==> src/rtl/uart_pkg.sv <==
// Shared UART definitions: frame geometry, receiver state encoding and the parity check.
// The transmitter and packet generator import this as well.
package uart_pkg;

  localparam int FRAME_BITS = 11;
  localparam int DATA_BITS  = 8;

  typedef enum logic [2:0] {
    IDLE,
    START,
    DATA,
    PARITY,
    STOP,
    BREAK
  } rx_state_e;

  // True when data plus parity bit do not give the expected parity (even: 0, odd: 1).
  function automatic logic parity_mismatch(input logic [DATA_BITS-1:0] data,
                                           input logic                 pbit,
                                           input logic                 even);
    logic expected;
    expected = even ? 1'b0 : 1'b1;
    return (^data ^ pbit) != expected;
  endfunction

endpackage

==> src/rtl/uart_rx_frame_decoder_if.sv <==
// Receive-side bundle: serial line in, decoded byte and status strobes out.
// The decoder takes the slave modport; whoever drives the line takes the master modport.
interface uart_rx_frame_decoder_if;
  import uart_pkg::*;

  logic                 rx;
  logic [DATA_BITS-1:0] rx_data;
  logic                 rx_valid;
  logic                 parity_err;
  logic                 frame_err;
  logic                 busy;

  modport master (
    output rx,
    input  rx_data, rx_valid, parity_err, frame_err, busy
  );

  modport slave (
    input  rx,
    output rx_data, rx_valid, parity_err, frame_err, busy
  );

endinterface

==> src/rtl/uart_baud_tick.sv <==
// Free-running oversample tick generator; restart_i realigns the phase to a line edge.
// Shared by the receive and transmit sides.
module uart_baud_tick #(
  parameter int TICK_DIV = 163
) (
  input  logic clk,
  input  logic rst_n,
  input  logic restart_i,
  output logic tick_o
);

  localparam int            CW   = (TICK_DIV > 1) ? $clog2(TICK_DIV) : 1;
  localparam logic [CW-1:0] LAST = CW'(TICK_DIV - 1);

  logic [CW-1:0] cnt_q, cnt_d;

  always_comb begin
    cnt_d = cnt_q + 1'b1;
    if (restart_i || (cnt_q == LAST)) begin
      cnt_d = '0;
    end
  end

  always_ff @(posedge clk) begin
    if (!rst_n) begin
      cnt_q <= '0;
    end else begin
      cnt_q <= cnt_d;
    end
  end

  assign tick_o = (cnt_q == LAST);

endmodule

==> src/rtl/uart_rx_frame_decoder.sv <==
// 16x-oversampling UART receiver for start + 8 data (LSB first) + parity + stop frames.
// Good frames update rx_data with a one-cycle rx_valid; bad frames pulse parity_err or frame_err.
module uart_rx_frame_decoder
  import uart_pkg::*;
#(
  parameter int TICK_DIV    = 163,
  parameter int OVERSAMPLE  = 16,
  parameter int PARITY_EVEN = 1
) (
  input  logic                     clk,
  input  logic                     rst_n,
  uart_rx_frame_decoder_if.slave   bus
);

  localparam int            TW       = $clog2(OVERSAMPLE);
  localparam logic [TW-1:0] MID      = TW'(OVERSAMPLE / 2 - 1);
  localparam logic [TW-1:0] LAST     = TW'(OVERSAMPLE - 1);
  localparam int            BW       = $clog2(DATA_BITS);
  localparam logic [BW-1:0] LAST_BIT = BW'(DATA_BITS - 1);
  localparam logic          EVEN     = (PARITY_EVEN != 0);

  logic                 rx_meta_q, rx_s_q;
  rx_state_e            state_q, state_d;
  logic [TW-1:0]        tick_cnt_q, tick_cnt_d;
  logic [BW-1:0]        bit_cnt_q, bit_cnt_d;
  logic [DATA_BITS-1:0] shift_q, shift_d;
  logic                 perr_q, perr_d;
  logic [DATA_BITS-1:0] rx_data_q, rx_data_d;
  logic                 rx_valid_q, rx_valid_d;
  logic                 parity_err_q, parity_err_d;
  logic                 frame_err_q, frame_err_d;
  logic                 busy_q, busy_d;
  logic                 tick, restart, sample_pt, bit_end;

  uart_baud_tick #(.TICK_DIV(TICK_DIV)) u_baud_tick (
    .clk       (clk),
    .rst_n     (rst_n),
    .restart_i (restart),
    .tick_o    (tick)
  );

  assign sample_pt = tick && (tick_cnt_q == MID);
  assign bit_end   = tick && (tick_cnt_q == LAST);

  always_ff @(posedge clk) begin
    if (!rst_n) begin
      rx_meta_q    <= 1'b1;
      rx_s_q       <= 1'b1;
      state_q      <= IDLE;
      tick_cnt_q   <= '0;
      bit_cnt_q    <= '0;
      shift_q      <= '0;
      perr_q       <= 1'b0;
      rx_data_q    <= '0;
      rx_valid_q   <= 1'b0;
      parity_err_q <= 1'b0;
      frame_err_q  <= 1'b0;
      busy_q       <= 1'b0;
    end else begin
      rx_meta_q    <= bus.rx;
      rx_s_q       <= rx_meta_q;
      state_q      <= state_d;
      tick_cnt_q   <= tick_cnt_d;
      bit_cnt_q    <= bit_cnt_d;
      shift_q      <= shift_d;
      perr_q       <= perr_d;
      rx_data_q    <= rx_data_d;
      rx_valid_q   <= rx_valid_d;
      parity_err_q <= parity_err_d;
      frame_err_q  <= frame_err_d;
      busy_q       <= busy_d;
    end
  end

  // The start bit is confirmed at mid-bit but left to run to its end, so every later
  // bit spans counts 0..LAST and is sampled at MID.
  always_comb begin
    state_d    = state_q;
    tick_cnt_d = tick_cnt_q;
    bit_cnt_d  = bit_cnt_q;
    shift_d    = shift_q;
    perr_d     = perr_q;
    restart    = 1'b0;
    if (bit_end) begin
      tick_cnt_d = '0;
    end else if (tick) begin
      tick_cnt_d = tick_cnt_q + 1'b1;
    end
    case (state_q)
      IDLE: begin
        if (!rx_s_q) begin
          state_d    = START;
          tick_cnt_d = '0;
          bit_cnt_d  = '0;
          restart    = 1'b1;
        end
      end
      START: begin
        if (sample_pt && rx_s_q) begin
          state_d = IDLE;
        end else if (bit_end) begin
          state_d = DATA;
        end
      end
      DATA: begin
        if (sample_pt) begin
          shift_d = {rx_s_q, shift_q[DATA_BITS-1:1]};
        end
        if (bit_end) begin
          bit_cnt_d = bit_cnt_q + 1'b1;
          if (bit_cnt_q == LAST_BIT) begin
            state_d = PARITY;
          end
        end
      end
      PARITY: begin
        if (sample_pt) begin
          perr_d = parity_mismatch(shift_q, rx_s_q, EVEN);
        end
        if (bit_end) begin
          state_d = STOP;
        end
      end
      STOP: begin
        if (sample_pt) begin
          state_d = rx_s_q ? IDLE : BREAK;
        end
      end
      BREAK: begin
        // A full bit time of continuous idle is needed before a new start is trusted.
        if (!rx_s_q) begin
          tick_cnt_d = '0;
        end else if (bit_end) begin
          state_d = IDLE;
        end
      end
      default: state_d = IDLE;
    endcase
  end

  always_comb begin
    rx_data_d    = rx_data_q;
    rx_valid_d   = 1'b0;
    parity_err_d = 1'b0;
    frame_err_d  = 1'b0;
    busy_d       = (state_q != IDLE);
    if ((state_q == STOP) && sample_pt) begin
      if (!rx_s_q) begin
        frame_err_d = 1'b1;
      end else if (perr_q) begin
        parity_err_d = 1'b1;
      end else begin
        rx_valid_d = 1'b1;
        rx_data_d  = shift_q;
      end
    end
  end

  assign bus.rx_data    = rx_data_q;
  assign bus.rx_valid   = rx_valid_q;
  assign bus.parity_err = parity_err_q;
  assign bus.frame_err  = frame_err_q;
  assign bus.busy       = busy_q;

endmodule

==> src/flat_wrapper.sv <==
// flat-port wrapper written by rule: the top's interface ports become plain ports
module uart_rx_frame_decoder_flat import uart_pkg::*;
#(
  parameter int TICK_DIV    = 163,
  parameter int OVERSAMPLE  = 16,
  parameter int PARITY_EVEN = 1
)
  (clk, rst_n, bus_rx, bus_rx_data, bus_rx_valid, bus_parity_err, bus_frame_err, bus_busy);
  uart_rx_frame_decoder_if bus_i ();
  input  logic clk;
  input  logic rst_n;
  input wire logic [$bits(bus_i.rx)-1:0] bus_rx;
  output wire logic [$bits(bus_i.rx_data)-1:0] bus_rx_data;
  output wire logic [$bits(bus_i.rx_valid)-1:0] bus_rx_valid;
  output wire logic [$bits(bus_i.parity_err)-1:0] bus_parity_err;
  output wire logic [$bits(bus_i.frame_err)-1:0] bus_frame_err;
  output wire logic [$bits(bus_i.busy)-1:0] bus_busy;
  assign bus_i.rx = bus_rx;
  assign bus_rx_data = bus_i.rx_data;
  assign bus_rx_valid = bus_i.rx_valid;
  assign bus_parity_err = bus_i.parity_err;
  assign bus_frame_err = bus_i.frame_err;
  assign bus_busy = bus_i.busy;
  uart_rx_frame_decoder #(.TICK_DIV(TICK_DIV), .OVERSAMPLE(OVERSAMPLE), .PARITY_EVEN(PARITY_EVEN)) u_core (.clk(clk), .rst_n(rst_n), .bus(bus_i));
endmodule
==> config.mk <==
export PLATFORM = sky130hd
export DESIGN_NAME = uart_rx_frame_decoder_flat
export DESIGN_NICKNAME = d
export VERILOG_FILES = /design/src/rtl/uart_pkg.sv /design/src/rtl/uart_rx_frame_decoder_if.sv /design/src/rtl/uart_baud_tick.sv /design/src/rtl/uart_rx_frame_decoder.sv /design/src/flat_wrapper.sv
export SDC_FILE = /design/constraint.sdc
export NUM_CORES = 1
export LEC_CHECK = 0
export CORE_UTILIZATION = 51
export DETAILED_ROUTE_END_ITERATION = 16
export PLACE_DENSITY_LB_ADDON = 0.08
export SLEW_MARGIN = 20
export SYNTH_ARGS = -nofsm -noshare
export SYNTH_HDL_FRONTEND = slang
export SYNTH_SLANG_ARGS = --single-unit
==> constraint.sdc <==
create_clock -name clk -period 2.3 [get_ports clk]
set_input_delay 0.46 -clock clk [delete_from_list [all_inputs] [get_ports clk]]
set_output_delay 0.46 -clock clk [all_outputs]
set_load 0.05 [all_outputs]
Word-level counts from Yosys, hierarchy flattened
Index checks and enable logic that the tools add are counted.
{ "word_totals": {"regBits": 41, "in_bits": 3, "word_cells": 76, "output_inout_bits": 12} }
{ "op_classes": {"n_reduce_logical": 18, "addsub": 3, "bitwise_logic": 3, "mux": 22, "n_eq_ne": 17} }
{ "ops": {"columns": ["operator", "n"], "rows": [
  ["$mux W3", 12],
  ["$pmux W3 S6", 1],
  ["$mux W4", 4],
  ["$ne A2 B1 Y1 const B", 6],
  ["$eq A3 B3 Y1 const B", 3],
  ["$reduce_and A3 Y1", 3],
  ["$add A8 B1 Y8 const B", 1],
  ["$eq A8 B8 Y1 const B", 1],
  ["$reduce_and A8 Y1", 1],
  ["$reduce_xor A8 Y1", 1],
  ["$eq A3 B2 Y1 const B", 2],
  ["$pmux W3 S2", 1],
  ["$reduce_and A2 Y1", 3],
  ["$add A4 B1 Y4 const B", 1],
  ["$eq A4 B3 Y1 const B", 1],
  ["$eq A4 B4 Y1 const B", 1],
  ["$logic_and A1 B1 Y1", 4],
  ["$mux W1", 4],
  ["$reduce_or A2 Y1", 2],
  ["$add A3 B1 Y3 const B", 1],
  ["$eq A3 B1 Y1 const B", 1],
  ["$logic_not A3 Y1", 1],
  ["$ne A3 B1 Y1 const B", 1],
  ["$reduce_bool A3 Y1", 1],
  ["5 further kinds", 6]
]} }

Longest topological paths before layout
{ "logic_depth": {"ltp_word": 5, "depth_mapped": 8} }

Hierarchy
Synthesis repeated with hierarchy kept, for this count alone.
{ "unflattened": {"cells_unflattened": 195, "hier_area_um2": 1921.8} }
{ "by_module_without_submodules": {"columns": ["mod", "area_per_inst_um2", "cells_per_inst", "n_inst", "seq_area_each_um2"], "rows": [
  ["uart_rx_frame_decoder", 1522.7, 154, 1, 660.6],
  ["uart_baud_tick", 399.1, 41, 1, 160.2]
]} }

Least setup slack after synthesis
OpenSTA, ideal clock, no wires.
{ "synth_timing": {"path_kind": "register to register", "startpoint": "register u_core.u_baud_tick.cnt_q[3]", "endpoint": "register u_core.shift_q[0]", "period_less_slack_ps": 1646, "slack_ps": 654, "setup_time_ps": 124, "arrival_ps": 1522, "path_stages_with_launch": 7, "required_time_ps": 2176, "cell_sequence": "dfxtp_1 > or3_4 > nor3_4 > and3_1 > buf_6 > mux2i_1 > nor2_1"} }
{ "synth_between": {"elab_chain_len": 3} }
{ "synth_lines": {"columns": ["item", "line_no", "source"], "rows": [
  ["from (decl)", "uart_baud_tick.sv:15", "logic [CW-1:0] cnt_q, cnt_d;"],
  ["from (signal assigned)", "uart_baud_tick.sv:28", "cnt_q <= cnt_d;"],
  ["$eq A8 B8 Y1", "uart_baud_tick.sv:32", "assign tick_o = (cnt_q == LAST);"],
  ["$logic_and A1 B1 Y1", "uart_rx_frame_decoder.sv:42", "assign sample_pt = tick && (tick_cnt_q == MID);"],
  ["$reduce_and A2 Y1 (no line)", null, null],
  ["to (signal assigned)", "uart_rx_frame_decoder.sv:65", "shift_q <= shift_d;"],
  ["to (decl)", "uart_rx_frame_decoder.sv:26", "logic [DATA_BITS-1:0] shift_q, shift_d;"]
]} }
Every way passes these cells.
A chain may end at the register's enable or synchronous reset.

Worst setup path after layout
{ "layout_timing": {"startpoint": "register u_core.u_baud_tick.cnt_q[0]", "endpoint": "register u_core.shift_q[1]"} }
The elaborated chain is that of the path after synthesis.

==> results.tsv <==
metric	value	unit
synth_nets	205	
antennaDiodeCount	0	
seq_power_share	0.615	
setup_viol	0	
post_drt_wl_per_cell	13.2	um
slew_headroom	0.344	
period_share	0.875	
timing_worst_setup_path_type	register to register	
dieArea	3920	um^2
critPathTopFamily	simple AND/OR/NAND/NOR gates	
crit_path_max_fanout	8	
p_int	904	uW
switchingPower	297	uW
pwr-share-comb	0.066	
multi_input_area	991	um^2
grt.total_usage	0.191	
hold_violations	0	
wirelength	3420	um
layout_common_cells	41 x dfxtp_1, 39 x nor2_1, 17 x mux2i_1	
ys_types	43	
rsz0062_at_grt	no	
ys_ff_latch	41	
nNetsFinal	221	
grt_pass1_vias	1359	
final_common_cell	dfxtp_1	
avgSynthCellArea	9.51	um^2
clockBufferDepth	2	
yosysWarnings	0	
avgViaCountPerCell	5.37	
grt_pass1_wl	5910	um
async_flop_share	0	
drive_above_1_share	0.103	
start_util	0.549	
fill_cells	310	
finalInstanceArea	2110	um^2
path_buf_inv	1	
path_clk_slew	120	ps
peakVddDrop	350	uV
ctsResizeCount	0	
gp_congestion	0.853	
postSynthCellCount	197	
clock-sinks	41	
fin_util	0.617	
path_cells	inv_1 > ha_1 > nand4b_4 > nor3_4 > and3_1 > mux2i_1 > nor2_1	
max_cap_violations	0	
rows	21	
max_clock_freq	497	MHz
die_x	62.6	um
yosysSeqAreaShare	0.438	
ios	15	
ant_nets	0	
dpl_cell_area	2040	um^2
synth_edf_count	0	
min_path_type	register to register	
antenna_found_initial	0	
port_buffers	14	
cts_hold_buffers	0	
cts_setup_buffers	0	
power	1200	uW
seq_area	821	um^2
tritoncts	yes	
synth_ff_type	dfxtp_1	
core_area	3420	um^2
swShare	0.248	
cellPowerDensity	570	nW/um^2
clock_skew	10.6	ps
setup_tns	0	ps
die_y	62.6	um
area_delta_synth_final	12.5	%
grt_max_degree	25	
netlist_area	1870	um^2
worstPathArrival	2260	ps
clk_latency	350	ps
cp.required	2550	ps
clock-root-buffer	clkbuf_4	
hpwlAfterDp	2440	um
dr.pass1.iters	4	
critPathLaunchType	register	
slowest_stage	and3_1	
htreeDepth	2	
vias	1396	
numCtsBuffers	5	
period_minus_slack	2010	ps
overflow	0	
critPathMaxStageDelay	500	ps
worst_pin_slew	969	ps
status	finished, final reports clean	
drtIter0Drc	50	
end_kind	register	
post-route-drc-count	0	
maxSlewViolCount	0	
p_leak	0.000856	uW
whs	424	ps
p_clk_frac	0.320	
==> cell type report <==
type	count	area share
well taps	46	0.0273
clock buffers	6	0.0243
clock inverters	2	0.00653
flip-flops and latches	41	0.389
inverters	3	0.00534
multi-input cells	145	0.470
repair buffers	17	0.0772
==> state kept, by name, summed over array words and instances, names as in the netlist <==
| signal | flops |
|---|---|
| u_core.bus.parity_err | 1 |
| u_core.perr_q | 1 |
| u_core.shift_q | 8 |
| u_core.bus.rx_valid | 1 |
| u_core.bus.rx_data | 8 |
| u_core.bus.busy | 1 |
| u_core.state_q | 3 |
| u_core.rx_meta_q | 1 |
| u_core.tick_cnt_q | 4 |
| u_core.rx_s_q | 1 |
| u_core.u_baud_tick.cnt_q | 8 |
| u_core.bit_cnt_q | 3 |
| u_core.bus.frame_err | 1 |
==> path summary, 6_finish.rpt <==
path / endpoint / depth (start not counted) / slack, ps / startpoint
setup reg to reg: u_core.shift_q[1] / 7 / 290 / u_core.u_baud_tick.cnt_q[0]
setup / recovery: u_core.shift_q[1] / 7 / 290 / u_core.u_baud_tick.cnt_q[0]
hold reg to reg: u_core.rx_s_q / 1 / 420 / u_core.rx_meta_q
hold / removal: u_core.rx_s_q / 1 / 420 / u_core.rx_meta_q
==> power groups by stage <==
| stage | registers, uW | logic (uW) | clock network, uW |
|---|---|---|---|
| finish | 738 | 79.2 | 384 |
| global route | 741 | 86.0 | 421 |
| CTS | 738 | 79.6 | 391 |
| detailed placement | 754 | 79.4 | 0 |
| global placement | 752 | 77.5 | 0 |
| floorplan | 748 | 61.7 | 0 |
==> Yosys cell counts, types with 2 or more instances <==
cell type,count,area share
dfxtp_1,41,0.44
nor2_1,39,0.078
mux2i_1,17,0.091
nand2_1,13,0.026
xnor2_1,8,0.037
xor2_1,8,0.037
nand3_1,6,0.016
a21oi_1,5,0.013
ha_1,5,0.033
and3_1,4,0.013
nand2b_1,4,0.013
buf_2,3,0.0080
inv_1,3,0.0060
nor2b_1,3,0.010
o21ai_0,3,0.0080
or2_2,3,0.010
clkbuf_1,2,0.0040
dlygate4sd1_1,2,0.0093
nor3_1,2,0.0053
nor3_4,2,0.017
or3_1,2,0.0067
==> cell families (layout without fill, tap and decap cells) <==
family | Yosys count | count (layout) | synth area share
adders and majority gates | 5 | 5 | 0.0334
buffers and inverters | 11 | 28 | 0.0334
DFF | 41 | 41 | 0.438
AOI/OAI and AO/OA | 19 | 19 | 0.0728
muxes | 18 | 18 | 0.0968
and+or+nand+nor | 86 | 86 | 0.239
xor gates and xnor gates | 17 | 17 | 0.0868
==> worst reg2reg max path: stages, from the launching register on <==
cell and delay, ps:
dfxtp_1 370, inv_1 70, ha_1 180, nand4b_4 170, nor3_4 300, and3_1 500
mux2i_1 270, nor2_1 50
==> per-stage QoR <==
stage / worst slack [ps] / instances
floorplan: 654 / 197
global placement: 387 / 252
detailed placement: 316 / 252
CTS: 293 / 260
global route: 103 / 260
finish: 288 / 260
==> routing by layer <==
metal | GRT usage | vias up | part of all wire
met1 | 0.227 | 663 | 0.46
met4 | 0.0785 | 0 | 0.015
li1 | - | 704 | -
met5 | 0 | - | 0
met2 | 0.329 | 22 | 0.50
met3 | 0.0456 | 7 | 0.032
Power figures use the tool's default switching activity.
